[src/rtl/uart_tx_stream.sv]
// uart_tx_stream: buffered 8N1 UART transmitter.
// Bytes written through iWR/iDATA are queued in a circular FIFO and sent
// LSB first on oTX (one start bit low, eight data bits, one stop bit high).
// When another byte is waiting at the end of a stop bit, the next frame
// starts on the following cycle, so frames leave back-to-back.
//
// Ports:
//   clk        system clock, rising edge
//   reset      asynchronous, active-low reset
//   iDATA      byte to queue
//   iWR        write strobe, one byte per cycle while high
//   iCLR_OVF   synchronous clear of oOVERFLOW
//   oTX        serial line, idle high, registered
//   oBUSY      high while a frame is on the line
//   oFULL      FIFO holds FIFO_DEPTH entries
//   oEMPTY     FIFO holds no entries
//   oLEVEL     current FIFO entry count
//   oOVERFLOW  sticky flag, set when a write is dropped because the FIFO is full
module uart_tx_stream #(
    parameter int CLK_FREQ     = 50_000_000,
    parameter int BAUD         = 9600,
    parameter int CLKS_PER_BIT = CLK_FREQ / BAUD,
    parameter int FIFO_DEPTH   = 16
) (
    input  logic                          clk,
    input  logic                          reset,
    input  logic [7:0]                    iDATA,
    input  logic                          iWR,
    input  logic                          iCLR_OVF,
    output logic                          oTX,
    output logic                          oBUSY,
    output logic                          oFULL,
    output logic                          oEMPTY,
    output logic [$clog2(FIFO_DEPTH):0]   oLEVEL,
    output logic                          oOVERFLOW
);

    localparam int PTR_W  = $clog2(FIFO_DEPTH);
    localparam int LVL_W  = PTR_W + 1;
    localparam int BAUD_W = $clog2(CLKS_PER_BIT);

    localparam logic [BAUD_W-1:0] BAUD_LAST = BAUD_W'(CLKS_PER_BIT - 1);
    localparam logic [LVL_W-1:0]  LVL_FULL  = LVL_W'(FIFO_DEPTH);

    typedef enum logic [1:0] {
        IDLE,
        START,
        DATA,
        STOP
    } txStateT;

    // ------------------------------------------------------------------
    // FIFO storage and bookkeeping
    // ------------------------------------------------------------------
    logic [7:0]       mem [FIFO_DEPTH];
    logic [PTR_W-1:0] wrPtr;
    logic [PTR_W-1:0] rdPtr;
    logic [LVL_W-1:0] count;
    logic [LVL_W-1:0] countNext;
    logic [7:0]       headData;
    logic             pushOk;
    logic             pop;

    // Full check uses the pre-pop flag, so a write while full is dropped even
    // when the transmitter pops in the same cycle.
    assign pushOk   = iWR && !oFULL;
    assign headData = mem[rdPtr];
    assign oLEVEL   = count;

    always_comb begin
        countNext = count;
        unique case ({pushOk, pop})
            2'b10:   countNext = count + LVL_W'(1);
            2'b01:   countNext = count - LVL_W'(1);
            default: countNext = count;
        endcase
    end

    always_ff @(posedge clk) begin
        if (pushOk) begin
            mem[wrPtr] <= iDATA;
        end
    end

    always_ff @(posedge clk or negedge reset) begin
        if (!reset) begin
            wrPtr  <= '0;
            rdPtr  <= '0;
            count  <= '0;
            oFULL  <= 1'b0;
            oEMPTY <= 1'b1;
        end else begin
            if (pushOk) begin
                wrPtr <= wrPtr + PTR_W'(1);
            end
            if (pop) begin
                rdPtr <= rdPtr + PTR_W'(1);
            end
            count  <= countNext;
            oFULL  <= (countNext == LVL_FULL);
            oEMPTY <= (countNext == '0);
        end
    end

    // Set has priority over clear when both happen in one cycle.
    always_ff @(posedge clk or negedge reset) begin
        if (!reset) begin
            oOVERFLOW <= 1'b0;
        end else if (iWR && oFULL) begin
            oOVERFLOW <= 1'b1;
        end else if (iCLR_OVF) begin
            oOVERFLOW <= 1'b0;
        end
    end

    // ------------------------------------------------------------------
    // Transmit FSM
    // ------------------------------------------------------------------
    txStateT           state;
    txStateT           stateNext;
    logic [BAUD_W-1:0] baudCnt;
    logic [BAUD_W-1:0] baudNext;
    logic [2:0]        bitIdx;
    logic [2:0]        bitNext;
    logic [7:0]        shiftReg;
    logic [7:0]        shiftNext;
    logic              txLevel;
    logic              baudLast;

    assign baudLast = (baudCnt == BAUD_LAST);

    always_comb begin
        stateNext = state;
        baudNext  = baudLast ? '0 : baudCnt + BAUD_W'(1);
        bitNext   = bitIdx;
        shiftNext = shiftReg;
        pop       = 1'b0;
        txLevel   = 1'b1;

        unique case (state)
            IDLE: begin
                txLevel  = 1'b1;
                baudNext = '0;
                if (!oEMPTY) begin
                    pop       = 1'b1;
                    shiftNext = headData;
                    bitNext   = '0;
                    stateNext = START;
                end
            end
            START: begin
                txLevel = 1'b0;
                if (baudLast) begin
                    bitNext   = '0;
                    stateNext = DATA;
                end
            end
            DATA: begin
                txLevel = shiftReg[0];
                if (baudLast) begin
                    shiftNext = {1'b0, shiftReg[7:1]};
                    if (bitIdx == 3'd7) begin
                        stateNext = STOP;
                    end else begin
                        bitNext = bitIdx + 3'd1;
                    end
                end
            end
            STOP: begin
                txLevel = 1'b1;
                if (baudLast) begin
                    // Chain straight into the next start bit when data waits.
                    if (!oEMPTY) begin
                        pop       = 1'b1;
                        shiftNext = headData;
                        bitNext   = '0;
                        stateNext = START;
                    end else begin
                        stateNext = IDLE;
                    end
                end
            end
            default: begin
                stateNext = IDLE;
                baudNext  = '0;
            end
        endcase
    end

    always_ff @(posedge clk or negedge reset) begin
        if (!reset) begin
            state    <= IDLE;
            baudCnt  <= '0;
            bitIdx   <= '0;
            shiftReg <= '0;
        end else begin
            state    <= stateNext;
            baudCnt  <= baudNext;
            bitIdx   <= bitNext;
            shiftReg <= shiftNext;
        end
    end

    // Line and busy are registered from the current state, so both trail the
    // state register by one cycle and stay aligned with each other.
    always_ff @(posedge clk or negedge reset) begin
        if (!reset) begin
            oTX   <= 1'b1;
            oBUSY <= 1'b0;
        end else begin
            oTX   <= txLevel;
            oBUSY <= (state != IDLE);
        end
    end

endmodule

[config.mk]
export PLATFORM = sky130hd
export DESIGN_NAME = uart_tx_stream
export DESIGN_NICKNAME = d
export VERILOG_FILES = /design/src/rtl/uart_tx_stream.sv
export SDC_FILE = /design/constraint.sdc
export NUM_CORES = 1
export LEC_CHECK = 0
export BUFFER_PORTS_ARGS = -buffer_cell sky130_fd_sc_hd__buf_2
export CORE_MARGIN = 2
export CORE_UTILIZATION = 50
export CTS_CLUSTER_DIAMETER = 50
export CTS_CLUSTER_SIZE = 16
export DETAILED_ROUTE_END_ITERATION = 6
export PLACE_DENSITY_LB_ADDON = 0.2
export SYNTH_ARGS = -nofsm -noshare
export SYNTH_HDL_FRONTEND = slang
export SYNTH_SLANG_ARGS = --single-unit
[constraint.sdc]
create_clock -name clk -period 6.45 [get_ports clk]
set_input_delay 0 -clock clk [delete_from_list [all_inputs] [get_ports clk]]
set_output_delay 0 -clock clk [all_outputs]
set_load 0.1 [all_outputs]
# After elaboration in Yosys (flattened, before gate mapping)
# Memory sizes are Yosys's and may differ from the RTL's.
# Index checks and enable logic that the tools add are counted.
dict set report word_totals {
  register_bits 44
  mem_bits_rw 128
  input_bits 12
  out_inout_bits 10
  wordCells 73
  n_memories 1
}
dict set report classes {
  addsub 6
  eq_ne 14
  mux 28
  n_reduce_logical 12
}
# memory depth word_bits read_ports rd_ports_with_merged_regs wr line
set memory_table {}
lappend memory_table {mem 16 8 1 0 1 55} ;# logic [7:0] mem [FIFO_DEPTH];
# op count
set op_table {}
lappend op_table {{$mux 13} 2}
lappend op_table {{$mux 8} 3}
lappend op_table {{$pmux 8 s3} 1}
lappend op_table {{$mux 3} 5}
lappend op_table {{$add 13x1->13 const B} 1}
lappend op_table {{$eq 13x13->1 const B} 1}
lappend op_table {{$ne 2x2->1 const B} 6}
lappend op_table {{$pmux 3 s4} 1}
lappend op_table {{$mux 2} 5}
lappend op_table {{$pmux 5 s2} 1}
lappend op_table {{$add 4x1->4 const B} 2}
lappend op_table {{$pmux 2 s4} 1}
lappend op_table {{$mux 1} 7}
lappend op_table {{$eq 2x2->1 const B} 3}
lappend op_table {{$add 5x1->5 const B} 1}
lappend op_table {{$eq 5x5->1 const B} 1}
lappend op_table {{$logic_not 5->1} 1}
lappend op_table {{$reduce_and 5->1} 1}
lappend op_table {{$sub 5x1->5 const B} 1}
lappend op_table {{$eq 2x1->1 const B} 2}
lappend op_table {{$reduce_and 4->1} 1}
lappend op_table {{$reduce_bool 2->1} 2}
lappend op_table {{$add 3x1->3 const B} 1}
lappend op_table {{$eq 3x3->1 const B} 1}
lappend op_table {{other kinds (8)} 9}

# Longest topological paths before layout
dict set report logic_depth {
  depth_word 6
  depth_mapped 13
}

# Worst setup path after synthesis
# Ideal clock, no wire load.
dict set report synth_timing {
  path_type {register -> register}
  start {register oFULL}
  end {register oFULL}
  arrival_time_ns 2.932
  required_ns 6.355
  setup_slack_ns 3.423
  path_stages_with_launch 11
  path_buffers 0
  synth_period_minus_slack_ns 3.027
  path_cell_list {dfrtp_1 > nor2b_1 > clkinv_1 > o21ai_1 > xnor2_1 > ha_1 > a21oi_1 > or4_1 > o2111ai_2 > o21ai_2 > nor4b_4}
}
dict set report synth_between {
  elab_chain_len 5
  elab_cells_between_ends 6
}
# element line
set synth_rtl {}
lappend synth_rtl {{start: declaration} 32} ;# output logic oFULL,
lappend synth_rtl {{start signal: assignment} 100} ;# oFULL <= (countNext == LVL_FULL);
lappend synth_rtl {{$logic_not 1->1 *} 66} ;# assign pushOk = iWR && !oFULL;
lappend synth_rtl {{$logic_and 1x1->1 *} 66}
lappend synth_rtl {{$eq 2x1->1 / $eq 2x2->1 (equally long branches)} 72} ;# unique case ({pushOk, pop})
lappend synth_rtl {{$pmux 5 s2 *} 72}
lappend synth_rtl {{$eq 5x5->1 *} 100}
# Mark *: on every way between the ends. The rest lies on a longest branch, timed or not.
# A chain may end at the register's enable or synchronous reset.

# Final worst setup path
dict set report layout_timing {
  start {register oFULL}
  end {register oFULL}
}
dict set report layout_between {
  elab_chain_len 5
  elab_cells_between_ends 6
}
# element line
set layout_rtl {}
lappend layout_rtl {{$logic_not 1->1 *} 66}
lappend layout_rtl {{$logic_and 1x1->1 *} 66}
lappend layout_rtl {{$eq 2x1->1 / $eq 2x2->1 (equally long branches)} 72}
lappend layout_rtl {{$pmux 5 s2 *} 72}
lappend layout_rtl {{named net countNext[4]} 59} ;# logic [LVL_W-1:0] countNext;
lappend layout_rtl {{$eq 5x5->1 *} 100}
# Mark *: on every way through the listed nets, which the timed path passes. The rest lies on a longest branch.

==> results_dict.tcl <==
set metrics [dict create \
    cp_common_cell "xnor2_1" \
    io_buffers 21 \
    ys_types 49 \
    ys_async_sr_fraction_pct 25.6 \
    drc 0 \
    hold_violations 0 \
    power_density_nw_per_um2 459 \
    first_global_vias 3978 \
    crit_start "oFULL" \
    r2r_slack_ns 2.81 \
    core.rowCount 44 \
    path_clk_slew_ns 0.07 \
    syn_nets 462 \
    fmax_mhz 275 \
    critPathArrivalTime_ns 3.96 \
    holdPathStages 3 \
    final.setup.tns_ns 0 \
    rsz0062_at_grt "no" \
    endpoint_kind "flip-flop" \
    worstSetupStartpointType "flip-flop" \
    postSynthAreaPerCell_um2 16.9 \
    crit_type "flip-flop to flip-flop" \
    status "finished clean" \
    routed_via_density 5.76 \
    wire_per_inst_um 20.4 \
    dieArea_um2 15700 \
    synth_top_area_share_pct 52.4 \
    final_nets 498 \
    netlist_area_um2 7330 \
    min_path_type "primary input to flip-flop" \
    rr_startpoint "oFULL" \
    hold_ws_ns 0.177 \
    relSlewSlack_pct 34.4 \
    critical_path_required_ns 6.78 \
    grt_pass1_wl_um 22300 \
    cp_max_fo 14 \
    max_cap_viol_count 0 \
    die_h_um 125 \
    netlist_instances 435 \
    worst_slew_pin_slew_ns 0.984 \
    yosys_register_bits 172 \
    max_stage_delay_ns 0.71 \
    yosysWarningCount 0 \
    track_usage_pct 18.9 \
    power_mw 3.82 \
    period_needed_ns 3.64 \
    cts_sinks 172 \
    ys.flop_type "edfxtp_1" \
    die_w_um 125 \
    cts_tree "built" \
    peakVddDrop_v 0.000292 \
    p_leak_nw 3.01 \
    path_cells "nor2b_1, clkinv_1, o21ai_1, xnor2_1, ha_1, a21oi_1, and4_1, a211oi_2, xnor2_1, nor4b_4" \
    worst_r2r_endpoint "oFULL" \
    routabilityCongestion 0.792 \
    synth-edff-count 128 \
    setup_viol_count_final 0 \
    drt_iter0_drc 326 \
    hpwl_um 8950 \
    dr.pass1.iters 5 \
    diodes 0 \
    synthTopCellsByArea "edfxtp_1 (52%), dfrtp_1 (14%), mux4_2 (12%)" \
    vias 3849 \
    period_share_pct 56.4 \
    yosysTopAreaCell "edfxtp_1" \
    cts-root-buf "clkbuf_16" \
    htree_levels 4 \
    numCtsBuffers 17 \
    fill_cells 1076 \
    synth-seq-area-share_pct 67.5 \
    fin_worst_skew_ns 0.00752 \
    overflow 0 \
    worstHoldEndpoint "wrPtr[0]" \
    crit_family "simple AND/OR/NAND/NOR gates" \
    min_from "iWR" \
    wirelength_um 13600 \
    ff2ff_path_depth 10 \
    initial_core_util_pct 50.8 \
    post_cts_resized 0 \
    clkLatencyLatePin_ns 0.43 \
    clockBufferDepth 2 \
    core_area_um2 14400 \
    io_pins 22 \
    antenna_found_initial 0 \
    ant_nets 0 \
    drive_above_1_share_pct 23.1 \
    path_buf_inv 1 \
    grt_max_degree 45 \
    syn2layout_area_growth_pct 13.3 \
    slowest_stage "nor2b_1" \
    final_util_pct 57.6 \
    drv_slew 0 \
]
## worst max-delay path by stage
stage	slack, ns	depth (start not counted)	endpoint
3_3_place_gp	3.14	10	oFULL
3_5_place_dp	2.85	10	oFULL
2_1_floorplan	3.42	10	oFULL
4_1_cts	2.84	10	oFULL
6_report	2.81	10	oFULL
5_1_grt	2.45	10	oFULL
## power breakdown
part           internal (mW)  switching (mW)
Combinational          0.536           0.770
Sequential              1.37           0.124
Clock                  0.579           0.434
Total                   2.49            1.33
## metrics by stage
step	cell area (µm²)	instances	worst slack, ns
after global routing	8310	668	2.45
after CTS	8310	668	2.84
final	8310	668	2.81
after global placement	7620	625	3.14
after detailed placement	7620	625	2.85
after floorplan	7330	435	3.42
## Yosys cell counts (5+ instances only)
| cell type | number |
|---|---|
| xor2_1 | 9 |
| edfxtp_1 | 128 |
| and3_1 | 5 |
| mux2i_1 | 7 |
| xnor2_1 | 9 |
| clkbuf_1 | 11 |
| o21ai_0 | 14 |
| mux4_2 | 40 |
| inv_1 | 9 |
| nor2_1 | 24 |
| a21oi_1 | 12 |
| and2_1 | 17 |
| nand3_1 | 9 |
| dfrtp_1 | 42 |
| ha_1 | 15 |
| nand2_1 | 20 |
| o21ai_1 | 5 |
## state kept, by name, summed over array words and instances, names as in the netlist
| name | flops |
|---|---|
| oOVERFLOW | 1 |
| oLEVEL | 5 |
| bitIdx | 3 |
| oEMPTY | 1 |
| state | 2 |
| shiftReg | 8 |
| rdPtr | 4 |
| baudCnt | 13 |
| wrPtr | 4 |
| oBUSY | 1 |
| oFULL | 1 |
| mem | 128 |
| oTX | 1 |
## layout make-up
class | instances | area (µm²) | area share, %
Sequential cell | 172 | 4950 | 59.5
Multi-Input combinational cell | 236 | 2280 | 27.4
Clock buffer | 18 | 429 | 5.16
Timing Repair Buffer | 34 | 230 | 2.77
Tap cell | 184 | 230 | 2.77
Clock inverter | 14 | 156 | 1.88
Inverter | 10 | 37.5 | 0.452
## cell families after synthesis
family | Yosys count | synth area share [%]
AOI/OAI and AO/OA | 43 | 3.58
xor gates and xnor gates | 18 | 2.15
adders and majority gates | 15 | 2.56
buffers and inverters | 27 | 1.45
DFF | 172 | 67.5
muxes | 51 | 13.9
and+or+nand+nor | 109 | 8.94
## placed cells by master (no fill, tap or decap), types with 6 or more instances in the layout
master and count:
edfxtp_1 128, dfrtp_1 41, mux4_2 40, nor2_1 24, buf_2 21, nand2_1 20, and2_1 17, clkbuf_16 17
ha_1 15, o21ai_0 14, a21oi_1 12, dlygate4sd3_1 11, inv_1 9, xor2_1 9, nand3_1 9, xnor2_1 9
mux2i_1 7, inv_6 6
## timing repair
item,in CTS,in global routing
buffers inserted,0,0
setup endpoints to repair,0,0
endpoints found under the hold margin,171,0
hold buffers,11,0
## tightest hold or removal path, stage by stage
cell and delay (ns):
buf_2 0.10, nor2b_1 0.27, xnor2_1 0.18
## routing by layer
layer / track usage (%) / vias up / share of wire (%)
met5: 0 / - / 0
met4: 6.80 / 0 / 0.93
met3: 4.62 / 12 / 5.1
met2: 30.1 / 101 / 50
met1: 25.6 / 1979 / 44
li1: - / 1757 / -
No activity file was read; power rests on OpenSTA's default activity.
